--- config.mk ---
export PLATFORM = sky130hd
export DESIGN_NAME = scan_decoder_flat
export DESIGN_NICKNAME = d
export VERILOG_FILES = /design/src/rtl/scan_decoder_if.sv /design/src/rtl/scan_decoder.sv /design/src/flat_wrapper.sv
export SDC_FILE = /design/constraint.sdc
export NUM_CORES = 1
export LEC_CHECK = 0
export CAP_MARGIN = 10
export CORE_MARGIN = 2
export CORE_UTILIZATION = 45
export CTS_CLUSTER_SIZE = 40
export DETAILED_ROUTE_END_ITERATION = 6
export PLACE_DENSITY = 0.69
export SLEW_MARGIN = 20
export SYNTH_ARGS = -nofsm -noshare
export SYNTH_HDL_FRONTEND = slang
export SYNTH_SLANG_ARGS = --single-unit
export TNS_END_PERCENT = 1
--- constraint.sdc ---
create_clock -name clk -period 2.1 [get_ports clk]
set_input_delay 0.315 -clock clk [delete_from_list [all_inputs] [get_ports clk]]
set_output_delay 0.315 -clock clk [all_outputs]
set_load 0.1 [all_outputs]
--- src/rtl/scan_decoder_if.sv ---
// Bundles the control inputs and row-select outputs of scan_decoder.
// master drives the controls; slave is the decoder.
interface scan_decoder_if #(
  parameter int N = 3
);
  logic            ena;
  logic            mode;
  logic [N-1:0]    addr_in;
  logic [2**N-1:0] out;
  logic [N-1:0]    row;
  logic            frame_done;

  modport master (
    output ena, mode, addr_in,
    input  out, row, frame_done
  );

  modport slave (
    input  ena, mode, addr_in,
    output out, row, frame_done
  );
endinterface

--- src/rtl/scan_decoder.sv ---
// Row decoder with direct one-hot decode or timed auto-scan (dwell + blank per row).
// Define SCAN_DECODER_ACTIVE_LOW_OUT_EN to make out active-low.
module scan_decoder #(
  parameter int N     = 3,
  parameter int DWELL = 4,
  parameter int BLANK = 1
) (
  input logic          clk,
  input logic          rst,
  scan_decoder_if.slave bus
);
  localparam int W    = 2**N;
  localparam int MAXC = (DWELL > BLANK) ? ((DWELL > 2) ? DWELL : 2)
                                        : ((BLANK > 2) ? BLANK : 2);
  localparam int CW   = $clog2(MAXC);
  localparam logic [CW-1:0] DWELL_LAST = CW'(DWELL - 1);
  localparam logic [CW-1:0] BLANK_LAST = CW'((BLANK > 0) ? BLANK - 1 : 0);
  localparam logic [W-1:0]  ONE        = {{(W-1){1'b0}}, 1'b1};

  typedef enum logic [1:0] {IDLE, ACTIVE, GAP} state_t;

  state_t        state_reg, state_next;
  logic [CW-1:0] cnt_reg, cnt_next;
  logic [N-1:0]  row_reg, row_next;
  logic [W-1:0]  sel_reg, sel_next;
  logic          fd_reg, fd_next;
  logic [N-1:0]  row_inc;
  logic          wrap;

  assign row_inc = row_reg + 1'b1;
  assign wrap    = &row_reg;

  always_ff @(posedge clk or negedge rst) begin
    if (!rst) begin
      state_reg <= IDLE;
      cnt_reg   <= '0;
      row_reg   <= '0;
      sel_reg   <= '0;
      fd_reg    <= 1'b0;
    end else begin
      state_reg <= state_next;
      cnt_reg   <= cnt_next;
      row_reg   <= row_next;
      sel_reg   <= sel_next;
      fd_reg    <= fd_next;
    end
  end

  always_comb begin
    state_next = state_reg;
    cnt_next   = cnt_reg;
    row_next   = row_reg;
    sel_next   = sel_reg;
    fd_next    = 1'b0;
    if (!bus.ena) begin
      state_next = IDLE;
      cnt_next   = '0;
      row_next   = '0;
      sel_next   = '0;
    end else if (!bus.mode) begin
      // Direct decode always parks the FSM in IDLE, so re-entering scan restarts at row 0.
      state_next = IDLE;
      cnt_next   = '0;
      row_next   = bus.addr_in;
      sel_next   = ONE << bus.addr_in;
    end else begin
      case (state_reg)
        IDLE: begin
          state_next = ACTIVE;
          cnt_next   = '0;
          row_next   = '0;
          sel_next   = ONE;
        end
        ACTIVE: begin
          if (cnt_reg == DWELL_LAST) begin
            cnt_next = '0;
            if (BLANK > 0) begin
              state_next = GAP;
              sel_next   = '0;
            end else begin
              row_next = row_inc;
              sel_next = ONE << row_inc;
              fd_next  = wrap;
            end
          end else begin
            cnt_next = cnt_reg + 1'b1;
          end
        end
        GAP: begin
          if (cnt_reg == BLANK_LAST) begin
            state_next = ACTIVE;
            cnt_next   = '0;
            row_next   = row_inc;
            sel_next   = ONE << row_inc;
            fd_next    = wrap;
          end else begin
            cnt_next = cnt_reg + 1'b1;
          end
        end
        default: begin
          state_next = IDLE;
          cnt_next   = '0;
          row_next   = '0;
          sel_next   = '0;
        end
      endcase
    end
  end

`ifdef SCAN_DECODER_ACTIVE_LOW_OUT_EN
  assign bus.out = ~sel_reg;
`else
  assign bus.out = sel_reg;
`endif
  assign bus.row        = row_reg;
  assign bus.frame_done = fd_reg;

endmodule

--- src/flat_wrapper.sv ---
// flat-port wrapper written by rule: the top's interface ports become plain ports
module scan_decoder_flat 
#(
  parameter int N     = 3,
  parameter int DWELL = 4,
  parameter int BLANK = 1
)
  (clk, rst, bus_ena, bus_mode, bus_addr_in, bus_out, bus_row, bus_frame_done);
  scan_decoder_if #(.N(N)) bus_i ();
  input logic clk;
  input logic rst;
  input wire logic [$bits(bus_i.ena)-1:0] bus_ena;
  input wire logic [$bits(bus_i.mode)-1:0] bus_mode;
  input wire logic [$bits(bus_i.addr_in)-1:0] bus_addr_in;
  output wire logic [$bits(bus_i.out)-1:0] bus_out;
  output wire logic [$bits(bus_i.row)-1:0] bus_row;
  output wire logic [$bits(bus_i.frame_done)-1:0] bus_frame_done;
  assign bus_i.ena = bus_ena;
  assign bus_i.mode = bus_mode;
  assign bus_i.addr_in = bus_addr_in;
  assign bus_out = bus_i.out;
  assign bus_row = bus_i.row;
  assign bus_frame_done = bus_i.frame_done;
  scan_decoder #(.N(N), .DWELL(DWELL), .BLANK(BLANK)) u_core (.clk(clk), .rst(rst), .bus(bus_i));
endmodule
==> metrics.txt <==
Rel. slew slack=a little over three fifths; met3 routed WL=roughly 67 um; synthesized net count=between 100 and 150; Metal-1 WL=1140 um; TritonCTS Buffers=3; Startpoint Class=flop; clock skew=0.00343 ns; largest net degree at the start of global routing=17; Die Span Y=between 50 and 60 um; share of layout cells above drive strength 1=22.6%; synthesized area per cell=between 10 and 15 um^2; warnings from Yosys=0; WL met2=roughly 1300 um; Initial Utilization=46.3%; R2R depth=5; TritonCTS clock tree=done; CP endpoint kind=flop; quantity of gates resized following cts=0; Most used DFF post-synth=dfrtp_1; Max Fclk=0.565 GHz; initial antenna violation count=0; async set-or-reset flop fraction in the synthesized netlist=100%; drt pass-1 iters=4; nets@finish=154; number of cells after detailed placement=159; RSZ-0062 raised after global routing=no; Max Slew Vio Count=0; post-layout min period=1.77 ns; Ports=19; dominant cell type by area after synthesis=dfrtp_1; final WL=2490 um; non-filler cells, final=163; worst-margin pin slew=0.557 ns; #FFs+latches synth=16; Mapped Cells=112; top cell type's share of synthesized area=about 36%; Post CTS Setup Buffer Count=0; critical path data required time=2.29 ns; drt wl/cell=about 15 um; Clk Latency, worst-skew pair=roughly 0.28 ns; status=completed; Setup TNS=0 ns; Area growth syn-to-layout=19.6%; mux contribution to synthesized area=5.11%; Top Metal Used=met4; global-route wire length before repair=4190 um; DRT antenna net count=0; simple-gate share of the synthesized area=between 10% and 20%; synth top area cells=dfrtp_1 (36%), ha_1 (14%), o211ai_1 (4.0%), o31ai_1 (3.3%), inv_1 (3.0%); vias=about 920; Post-synth EDFFs=0; PwrDens=518 nW/um^2; Row Count=18; cts hold-fix bufs=0; GRT Residual Overflow=0; worst hold path class=in2async; detailed-placement wirelength estimate=roughly 2000 um; Setup CP Type=reg2reg; Post-Synth XOR/XNOR Area=0%; antenna fix cells=0; Synth Area in Adders=14.4%; vias in the first global route=875; max FFs per register=8; Core Region=2430 um^2; initial DRC count=21; CTS root buffer=clkbuf_4; Final Wtd Congestion=0.898; Max-Cap Viols=0; leak pwr=approximately 0.64 nW; GRT Util Overall=between 20% and 30%; sequential area share after synthesis=35.6%; Clock Pin Slew Worst Setup and Hold Paths=about 0.1 ns; clock sinks=16; main combinational cell family by area after synthesis=compound AO/OA/AOI/OAI gates; Arr. time, crit path=1.96 ns; post-detailed-route DRC marker count=0; Fin. Hold Viols=0; post-synthesis cell type count=41; Compound-Gate Fraction of Synth Area=a little over 20%; CP Max Fanout=6; final critical-path share of the clock period=84.2%; vias per inst=between 5 and 6; H-tree Lvls=1; Synth Cell Area=roughly 1100 um^2; setup violators final=0; Max IR drop VDD=roughly 0.00032 V; Max clock buf depth=2; # port buffers=18; die area=2920 um^2; Die X=54.0 um
==> cells in the mapped netlist, types with 2 or more instances <==
| library cell | count |
|---|---|
| nand2b_1 | 2 |
| a21oi_1 | 4 |
| o31ai_1 | 5 |
| o211ai_1 | 6 |
| ha_1 | 13 |
| mux2i_1 | 2 |
| inv_1 | 9 |
| buf_6 | 2 |
| a32oi_1 | 3 |
| nand3_1 | 2 |
| nor2b_1 | 5 |
| dfrtp_1 | 16 |
| nor3_1 | 3 |
| a31oi_1 | 2 |
| nand2_1 | 3 |
| nor2_1 | 3 |
| o21ai_0 | 5 |
| mux2_2 | 2 |
| nand4_1 | 2 |
| buf_2 | 2 |
==> critical path: stages (launching register included) <==
cell and delay (ns):
dfrtp_1 0.47, ha_1 0.23, ha_1 0.33, nor2b_1 0.27, a32oi_1 0.16, o31ai_1 0.22
==> metal layers <==
layer  vias up  track usage (%)
li1        453                -
met5         -                0
met2        17             34.3
met3         2             2.50
met1       445             26.6
met4         0             6.25
==> metrics by stage <==
step	cell area (um^2)	total power (W)	util [%]	hold slack (ns)	worst slack, ns
global route	1350	0.000734	55.3	0.348	0.177
CTS	1350	0.000703	55.3	0.348	0.328
floorplan	1130	0.000449	-	0.0194	0.00487
finish	1350	0.000697	55.3	0.345	0.332
detailed placement	1310	0.000501	53.9	0.500	0.258
global placement	1310	0.000498	53.9	0.498	0.290
==> where the power goes <==
part	internal, W	switching (W)
combinational	0.0000511	0.000117
sequential	0.000317	0.00000857
clock	0.000105	0.0000978
total	0.000474	0.000224
==> cells in the final DEF, fill, tap and decap left out, types with 2 or more instances in the layout <==
| cell | count |
|---|---|
| buf_4 | 18 |
| dfrtp_1 | 16 |
| ha_1 | 13 |
| inv_1 | 9 |
| o211ai_1 | 6 |
| clkdlybuf4s50_1 | 6 |
| o21ai_0 | 5 |
| nor2b_1 | 5 |
| o31ai_1 | 5 |
| a21oi_1 | 4 |
| nand2_1 | 3 |
| nor2_1 | 3 |
| a32oi_1 | 3 |
| nor3_1 | 3 |
| clkbuf_4 | 3 |
| nand3_1 | 2 |
| nand2b_1 | 2 |
| a31oi_1 | 2 |
| mux2i_1 | 2 |
| nand4_1 | 2 |
| mux2_2 | 2 |
==> path summary, 6_finish.rpt <==
check	from	endpoint	slack (ns)
setup / recovery	u_core.bus.row[0]	u_core.bus.out[1]	0.33
hold / removal	rst	u_core.cnt_reg[1]	0.34
setup reg to reg	u_core.bus.row[0]	u_core.bus.out[1]	0.33
hold reg to reg	u_core.bus.out[4]	u_core.bus.out[4]	0.52
max in group asynchronous	rst	u_core.bus.out[6]	1.57
min in group clk	u_core.bus.out[4]	u_core.bus.out[4]	0.52
==> logic make-up (layout without fill, tap and decap cells) <==
logic type      after synthesis  count (layout)
fa+ha+maj                    13              13
simple gates                 31              31
mux                           5               5
compound gates               31              31
buf+inv                      16              37
flops                        16              16
==> area by class of cell <==
| class | count | area, um^2 |
|---|---|---|
| clock buffer | 4 | 36.3 |
| fill | 231 | 1090 |
| inverter | 9 | 33.8 |
| multi-input combinational | 80 | 643 |
| sequential | 16 | 400 |
| tap | 30 | 37.5 |
| timing repair buffer | 24 | 195 |
No activity file was read; power rests on OpenSTA's default activity.
